===== config.mk =====
export PLATFORM = sky130hd
export DESIGN_NAME = data_sync_flat
export DESIGN_NICKNAME = d
export VERILOG_FILES = /design/src/rtl/data_sync_if.sv /design/src/rtl/data_sync.sv /design/src/flat_wrapper.sv
export SDC_FILE = /design/constraint.sdc
export NUM_CORES = 1
export LEC_CHECK = 0
export CELL_PAD_IN_SITES_DETAIL_PLACEMENT = 0
export CELL_PAD_IN_SITES_GLOBAL_PLACEMENT = 1
export CORE_MARGIN = 5
export CORE_UTILIZATION = 30
export CTS_BUF_LIST = sky130_fd_sc_hd__clkbuf_4 sky130_fd_sc_hd__clkbuf_8 sky130_fd_sc_hd__clkbuf_16
export DETAILED_ROUTE_END_ITERATION = 16
export PLACE_DENSITY = 0.85
export SYNTH_ARGS = -nofsm -noshare
export SYNTH_HDL_FRONTEND = slang
export SYNTH_SLANG_ARGS = --single-unit

===== constraint.sdc =====
create_clock -name clk -period 1.2 [get_ports clk]
set_input_delay 0.3 -clock clk [delete_from_list [all_inputs] [get_ports clk]]
set_output_delay 0.3 -clock clk [all_outputs]
set_load 0.03 [all_outputs]

===== src/rtl/data_sync_if.sv =====
// Handshake and data bundle between the source/consumer side and the data_sync
// destination-domain synchronizer.
interface data_sync_if #(
    parameter int BUS_WIDTH = 8
);
    logic [BUS_WIDTH-1:0] unsync_bus;
    logic                 bus_enable;
    logic                 sync_ready;
    logic                 clr_overrun;
    logic [BUS_WIDTH-1:0] sync_bus;
    logic                 enable_pulse;
    logic                 sync_valid;
    logic                 overrun;

    // Source word, consumer ready and overrun clear come in; captured word goes out.
    modport master (
        output unsync_bus, bus_enable, sync_ready, clr_overrun,
        input  sync_bus, enable_pulse, sync_valid, overrun
    );

    modport slave (
        input  unsync_bus, bus_enable, sync_ready, clr_overrun,
        output sync_bus, enable_pulse, sync_valid, overrun
    );
endinterface


===== src/rtl/data_sync.sv =====
// Destination-domain capture of a multi-bit bus qualified by a level enable:
// flop-chain sync of the enable, rising-edge strobe, holding register, valid/ready.
module data_sync #(
    parameter int NUM_STAGES = 2,
    parameter int BUS_WIDTH  = 8
) (
    input  logic       clk,
    input  logic       rst,
    data_sync_if.slave bus
);

    if (NUM_STAGES < 2 || NUM_STAGES > 4) begin : g_bad_stages
        $error("data_sync: NUM_STAGES must be in 2..4");
    end

    logic [NUM_STAGES-1:0] sync_q;
    logic                  prev_q;
    logic                  s_out;
    logic                  new_word;

    logic [BUS_WIDTH-1:0]  sync_bus_q;
    logic                  enable_pulse_q;
    logic                  sync_valid_q;
    logic                  overrun_q;

    assign s_out    = sync_q[NUM_STAGES-1];
    assign new_word = s_out & ~prev_q;

    // NOTE: sequential state uses non-blocking assignments so every flop samples
    // the pre-edge value of its neighbour; blocking here would collapse the chain.
    always_ff @(posedge clk or negedge rst) begin
        if (!rst) begin
            sync_q <= '0;
            prev_q <= 1'b0;
        end else begin
            sync_q <= {sync_q[NUM_STAGES-2:0], bus.bus_enable};
            prev_q <= s_out;
        end
    end

    // NOTE: the data bus is never passed through the flop chain; it is only
    // sampled once the synchronized enable proves it has been stable for cycles.
    always_ff @(posedge clk or negedge rst) begin
        if (!rst) begin
            sync_bus_q     <= '0;
            enable_pulse_q <= 1'b0;
        end else begin
            enable_pulse_q <= new_word;
            if (new_word) begin
                sync_bus_q <= bus.unsync_bus;
            end
        end
    end

    // A capture always wins over a consume; the word stays valid across the swap.
    always_ff @(posedge clk or negedge rst) begin
        if (!rst) begin
            sync_valid_q <= 1'b0;
        end else if (new_word) begin
            sync_valid_q <= 1'b1;
        end else if (sync_valid_q && bus.sync_ready) begin
            sync_valid_q <= 1'b0;
        end
    end

    // Sticky overrun: set on capture over an unconsumed word, set beats clear.
    always_ff @(posedge clk or negedge rst) begin
        if (!rst) begin
            overrun_q <= 1'b0;
        end else if (new_word && sync_valid_q && !bus.sync_ready) begin
            overrun_q <= 1'b1;
        end else if (bus.clr_overrun) begin
            overrun_q <= 1'b0;
        end
    end

    assign bus.sync_bus     = sync_bus_q;
    assign bus.enable_pulse = enable_pulse_q;
    assign bus.sync_valid   = sync_valid_q;
    assign bus.overrun      = overrun_q;

endmodule

===== src/flat_wrapper.sv =====
// flat-port wrapper written by rule: the top's interface ports become plain ports
module data_sync_flat 
#(
    parameter int NUM_STAGES = 2,
    parameter int BUS_WIDTH  = 8
)
  (clk, rst, bus_unsync_bus, bus_bus_enable, bus_sync_ready, bus_clr_overrun, bus_sync_bus, bus_enable_pulse, bus_sync_valid, bus_overrun);
  data_sync_if #(.BUS_WIDTH(BUS_WIDTH)) bus_i ();
  input  logic clk;
  input  logic rst;
  input wire logic [$bits(bus_i.unsync_bus)-1:0] bus_unsync_bus;
  input wire logic [$bits(bus_i.bus_enable)-1:0] bus_bus_enable;
  input wire logic [$bits(bus_i.sync_ready)-1:0] bus_sync_ready;
  input wire logic [$bits(bus_i.clr_overrun)-1:0] bus_clr_overrun;
  output wire logic [$bits(bus_i.sync_bus)-1:0] bus_sync_bus;
  output wire logic [$bits(bus_i.enable_pulse)-1:0] bus_enable_pulse;
  output wire logic [$bits(bus_i.sync_valid)-1:0] bus_sync_valid;
  output wire logic [$bits(bus_i.overrun)-1:0] bus_overrun;
  assign bus_i.unsync_bus = bus_unsync_bus;
  assign bus_i.bus_enable = bus_bus_enable;
  assign bus_i.sync_ready = bus_sync_ready;
  assign bus_i.clr_overrun = bus_clr_overrun;
  assign bus_sync_bus = bus_i.sync_bus;
  assign bus_enable_pulse = bus_i.enable_pulse;
  assign bus_sync_valid = bus_i.sync_valid;
  assign bus_overrun = bus_i.overrun;
  data_sync #(.NUM_STAGES(NUM_STAGES), .BUS_WIDTH(BUS_WIDTH)) u_core (.clk(clk), .rst(rst), .bus(bus_i));
endmodule

==> results of run 1 <==
[power groups by stage]
stage | registers [mW] | clock network [mW] | logic [mW]
3_5_place_dp | 0.560 | 0 | 0.309
2_1_floorplan | 0.652 | 0 | 0.0786
6_report | 0.552 | 0.327 | 0.304
5_1_grt | 0.557 | 0.370 | 0.317
3_3_place_gp | 0.559 | 0 | 0.305
4_1_cts | 0.553 | 0.344 | 0.309
[sequential cells by signal, indices dropped and copies added, names as in the netlist]
register / cells
u_core.prev_q: 1
u_core.bus.overrun: 1
u_core.bus.enable_pulse: 1
u_core.bus.sync_valid: 1
u_core.sync_q: 2
u_core.bus.sync_bus: 8
[worst max path at each step]
stage,startpoint,to,cells after the start
2_1_floorplan,u_core.prev_q$_DFF_PN0_,u_core.bus.sync_bus[0]$_DFFE_PN0P_,3
3_3_place_gp,bus_unsync_bus[7],u_core.bus.sync_bus[7]$_DFFE_PN0P_,2
3_5_place_dp,bus_unsync_bus[1],u_core.bus.sync_bus[1]$_DFFE_PN0P_,2
4_1_cts,u_core.bus.sync_bus[7]$_DFFE_PN0P_,bus_sync_bus[7],1
5_1_grt,u_core.bus.sync_bus[7]$_DFFE_PN0P_,bus_sync_bus[7],1
6_report,u_core.bus.sync_bus[7]$_DFFE_PN0P_,bus_sync_bus[7],1
[cells in the mapped netlist]
cell	number	area share [%]
nand2_1	1	0.73
nand2b_1	1	1.2
o22ai_1	1	1.2
inv_1	1	0.73
dfrtp_1	14	68
inv_6	1	1.7
mux2_4	8	23
nand2b_4	1	2.7
[metrics by stage]
stage	std cells	utilization [%]	setup slack [ns]
2_1_floorplan	28	-	0.188
3_3_place_gp	69	44.6	0.112
3_5_place_dp	69	44.6	0.115
4_1_cts	73	46.7	0.0384
5_1_grt	73	46.7	0.0147
6_report	73	46.7	0.0522
[logic make-up (layout without fill, tap and decap cells)]
group / count (synthesis) / in the layout / share of synthesized area [%]
flops: 14 / 14 / 68.3
compound gates: 1 / 1 / 1.22
simple gates: 3 / 3 / 4.63
buf+inv: 2 / 30 / 2.44
mux: 8 / 8 / 23.4
[area by class of cell]
| cell class | count | share of cell area [%] |
|---|---|---|
| timing repair buffer | 24 | 26.9 |
| clock buffer | 4 | 4.65 |
| sequential | 14 | 44.9 |
| multi-input combinational | 12 | 19.2 |
| inverter | 2 | 1.60 |
| tap | 17 | 2.72 |
[per-layer routing]
layer  track usage, %  up-vias
li1                 -      147
met1             7.50      151
met2             9.44       13
met3             5.25        0
met4             3.93        0
met5                0        -
==> impl_metrics.ini, run 1 <==
[status]
outcome = completed

[route]
num_vias = 311
drt_wl_total_um = 869
ant_nets = 0
route.met2.wl_um = 417
drt_iter0_drc = 6
drc = 0
met1Wirelength_um = 365
drtPass1Iterations = 2
routed.top_layer = met3
wl_met3_um = 86
post_drt_wl_per_cell_um = 11.9
viasPerCell = 4.26

[sta]
drv_slew = 0
tns_ns = 0
setup_viol = 0
period_share_pct = 95.7
period_minus_slack_ns = 1.15
relSlewSlack_pct = 88.7
tightest_slew_ns = 0.169
rsz0062_at_grt = no
finalHoldViolations = 0
fmax_mhz = 871
whs_ns = 0.319
skew_ns = 0.00219

[die]
io_pins = 24
initial_core_util_pct = 30.7
fp-row-count = 15
core_mm2 = 0.00167
dieArea_mm2 = 0.00264
fp.dieH_um = 51.4
die-width_um = 51.4

[placed_design]
globalplace.congestion = 0.623
hpwl_um = 668
place_area_um2 = 744
io_buffer_count = 23

[critical_path]
cp-end-kind = output pin
start_kind = flop
max_stage_delay_ns = 0.40
path_cells = buf_4
crit_type = flop to output pin
critPathArrivalTime_ns = 0.85
r2r_setup_slack_ns = 0.14
worstPathMaxFanout = 2
reg2regPathDepth = 3
required_ns = 0.90
cp_slowest_cell = dfrtp_1
r2r-end = u_core.bus.sync_bus[2]$_DFFE_PN0P_
r2r-start = u_core.prev_q$_DFF_PN0_
critPathBufInv = 1
critPathTopFamily = flip-flops

[power]
combPwrFrac_pct = 25.7
power_switching_uw = 320
power.leakage_nw = 0.377
switching_share_pct = 27.0
design_power_total_mw = 1.18
vdd_drop_max_uv = 815
clkPwrFrac_pct = 27.7
intPower_uw = 863
pwr-share-seq_pct = 46.7
power_density_mw_per_mm2 = 1510

[cells_and_area]
drive_gt1_share_pct = 46.4
ff_latch_area_um2 = 350
n_antenna_cell = 0
num-fill-cells = 164
multi_input_area_um2 = 150
layout.nets = 70
mostFrequentLayoutCells = dfrtp_1, clkdlybuf4s50_1, buf_4, mux2_4, clkbuf_4
design_area_um2 = 781
syn_to_final_growth_pct = 52.2
final_common_cell = dfrtp_1

[cts]
cts_root_buf = clkbuf_4
h-tree-depth = 1
holdBufCountCts = 0
clock_path_buffers = 2
clk_pin_slew_ns = 0.08
cts_tree = yes
post-cts-setup-buffers = 0
clock-sinks = 14
numCtsBuffers = 3
clk_latency_ns = 0.27
cts_resized = 0

[yosys]
synth.distinct_cells = 8
synth_warnings = 0
syn_nets = 41
netlist_instances = 28
avgSynthCellArea_um2 = 18.3
synth-seq-cells = 14
syn_area_um2 = 513
yosysSeqAreaShare_pct = 68.3

[grt]
first_global_vias = 295
grt_remaining_overflow = 0
grt_max_degree = 15
antenna_found_initial = 0
grt_usage_pct = 6.88
grt_pass1_wl_mm = 1.26

[worst_hold_path]
hp-class = primary input to asynchronous set/reset pin

[job]
drv_cap = 0
Power figures use the tool's default switching activity.
==> run 2, diff against run 1 <==
Settings changed: ABC_AREA from default to 1, CORE_ASPECT_RATIO from default to 1.2, CORE_UTILIZATION 30 to 27.
==> run 2 against run 1 <==
Hold slack improved by 0.0051 ns. Design area fell by 2.2%. Clock skew barely moved. Register-to-register slack improved by 0.19 ns. Non-clock buffer count did not move. Routed wire length rose by 17%. Critical path type unchanged. Critical endpoint is now bus_sync_bus[1]. Largest power group unchanged. Highest routed layer unchanged.
==> impl_metrics.ini, run 2 <==
[power]
power.leakage_nw = 0.403
clkPwrFrac_pct = 29.7
vdd_drop_max_uv = 717
combPwrFrac_pct = 22.4
design_power_total_mw = 1.13
switching_share_pct = 28.4
power_switching_uw = 321
intPower_uw = 810
power_density_mw_per_mm2 = 1480
pwr-share-seq_pct = 47.9

[critical_path]
critPathBufInv = 1
r2r-start = u_core.prev_q$_DFF_PN0_
crit_cells = 1
reg2regPathDepth = 3
critPathTopFamily = flip-flops
critPathArrivalTime_ns = 0.83
start_kind = flop
cp-startpoint = u_core.bus.sync_bus[1]$_DFFE_PN0P_
path_cells = buf_4
cp_slowest_cell = dfrtp_1
worstPathMaxFanout = 2
cp-end-kind = output pin
crit_type = flop to output pin
max_stage_delay_ns = 0.39
required_ns = 0.90

[cells_and_area]
layout.nets = 91
final_util_pct = 42.7
largest_reg_flops = 8
final_common_cell = nand2_1
n_antenna_cell = 0
syn_to_final_growth_pct = 54.8
mostFrequentLayoutCells = nand2_1, dfrtp_1, clkdlybuf4s50_1, buf_4, clkbuf_4
drive_gt1_share_pct = 26.0

[yosys]
synth-edff-count = 0
syn_nets = 62
yosys.area.top_type_share_pct = 71.1
netlist_instances = 49
synth_common_cells = nand2_1, dfrtp_1, inv_1, inv_2
synth_area_leader_cell = dfrtp_1
yosysSeqAreaShare_pct = 71.1
syn_area_um2 = 493
synth_flop_cell = dfrtp_1
synth-seq-cells = 14
yosys-top-cells-area = dfrtp_1, nand2_1, nor2_4, inv_1, inv_2
synthArstFlopShare_pct = 100
synth_warnings = 0
synth.distinct_cells = 8
avgSynthCellArea_um2 = 10.1
yosysMostFrequentCell = nand2_1

[sta]
tns_ns = 0
finalHoldViolations = 0
fmax_mhz = 882
relSlewSlack_pct = 83.7
setup_viol = 0
period_minus_slack_ns = 1.13
rsz0062_at_grt = no
tightest_slew_ns = 0.244
skew_ns = 0.00195
period_share_pct = 94.5
drv_slew = 0
fin_ws_ns = 0.0658

[cts]
cts_root_buf = clkbuf_4
numCtsBuffers = 3
clock-sinks = 14
h-tree-depth = 1
cts_tree = yes
holdBufCountCts = 0
post-cts-setup-buffers = 0
cts_resized = 0
clk_pin_slew_ns = 0.08
clk_latency_ns = 0.28
clock_path_buffers = 2

[route]
post_drt_wl_per_cell_um = 10.6
num_vias = 388
drtPass1Iterations = 1
drt_wl_total_mm = 1.02
ant_nets = 0
drc = 0
viasPerCell = 4.04
drt_iter0_drc = 0

[grt]
grt_remaining_overflow = 0
grt_max_degree = 15
antenna_found_initial = 0
grt_usage_pct = 7.87
first_global_vias = 374
grt_pass1_wl_mm = 1.71

[die]
initial_core_util_pct = 27.6
fp-row-count = 17
fp.dieH_um = 56.8
die-width_um = 49.0
io_pins = 24
dieArea_mm2 = 0.00278
core_mm2 = 0.00179

[worst_hold_path]
hp-class = primary input to asynchronous set/reset pin

[placed_design]
place_ws_ns = 0.157
globalplace.congestion = 0.643
io_buffer_count = 23
hpwl_um = 738

[job]
drv_cap = 0

[status]
outcome = completed
[run 2: cell count changes in the layout (fill, tap and decap cells not counted)]
| cell | change |
|---|---|
| o22ai_1 | -1 |
| nor2_1 | +1 |
| o21ai_0 | +1 |
| nand2b_1 | -1 |
| inv_6 | -1 |
| nand2_2 | +1 |
| inv_2 | +2 |
| mux2_4 | -8 |
| nand2b_4 | -1 |
| inv_1 | +1 |
| nor2_4 | +1 |
| nand2_1 | +26 |
[run 2: metrics by stage]
step | hold WS (ns) | cells | cell area [um2]
after floorplan | 0.00441 | 49 | 493
after global placement | 0.334 | 92 | 727
after detailed placement | 0.336 | 92 | 727
after CTS | 0.323 | 96 | 763
after global routing | 0.337 | 96 | 763
final | 0.324 | 96 | 763
[run 2: worst register-to-register path, stage by stage (launching register included)]
cell     delay [ns]
dfrtp_1        0.42
nor2_4         0.25
nand2_1        0.08
nand2_1        0.07
[run 2: kinds of logic after synthesis]
family                 after synthesis  synth area share (%)
AO/OA/AOI/OAI                        1                  1.01
AND/OR/NAND/NOR                     30                  24.9
buffers and inverters                4                  3.05
flip-flops                          14                  71.1
[run 2: area by class of cell]
| type | instances | area (um2) |
|---|---|---|
| multi-input combinational | 31 | 128 |
| sequential | 14 | 350 |
| fill | 183 | 1020 |
| timing repair buffer | 24 | 210 |
| inverter | 4 | 15.0 |
| clock buffer | 4 | 36.3 |
| tap | 19 | 23.8 |
[run 2: worst paths after layout]
| path | end | slack, ns |
|---|---|---|
| max | bus_sync_bus[1] | 0.07 |
| min | u_core.bus.enable_pulse$_DFF_PN0_ | 0.32 |
| max reg2reg | u_core.bus.overrun$_DFFE_PN0P_ | 0.33 |
| min reg2reg | u_core.sync_q[1]$_DFF_PN0_ | 0.35 |
| max in group asynchronous | u_core.bus.sync_bus[5]$_DFFE_PN0P_ | 0.71 |
| min in group clk | u_core.sync_q[1]$_DFF_PN0_ | 0.35 |
[run 2: power by group through the flow]
stage	combinational [mW]	sequential, mW	clock [mW]
floorplan	0.0445	0.634	0
global placement	0.257	0.550	0
detailed placement	0.258	0.552	0
CTS	0.259	0.543	0.351
global route	0.274	0.549	0.379
finish	0.254	0.542	0.336
[run 2: routing by layer]
layer / vias up / global-route usage [%] / part of all wire, %
met5: - / 0 / 0
met1: 169 / 9.85 / 45
li1: 202 / - / -
met4: 0 / 4.62 / 0
met3: 0 / 3.45 / 11
met2: 17 / 11.0 / 44
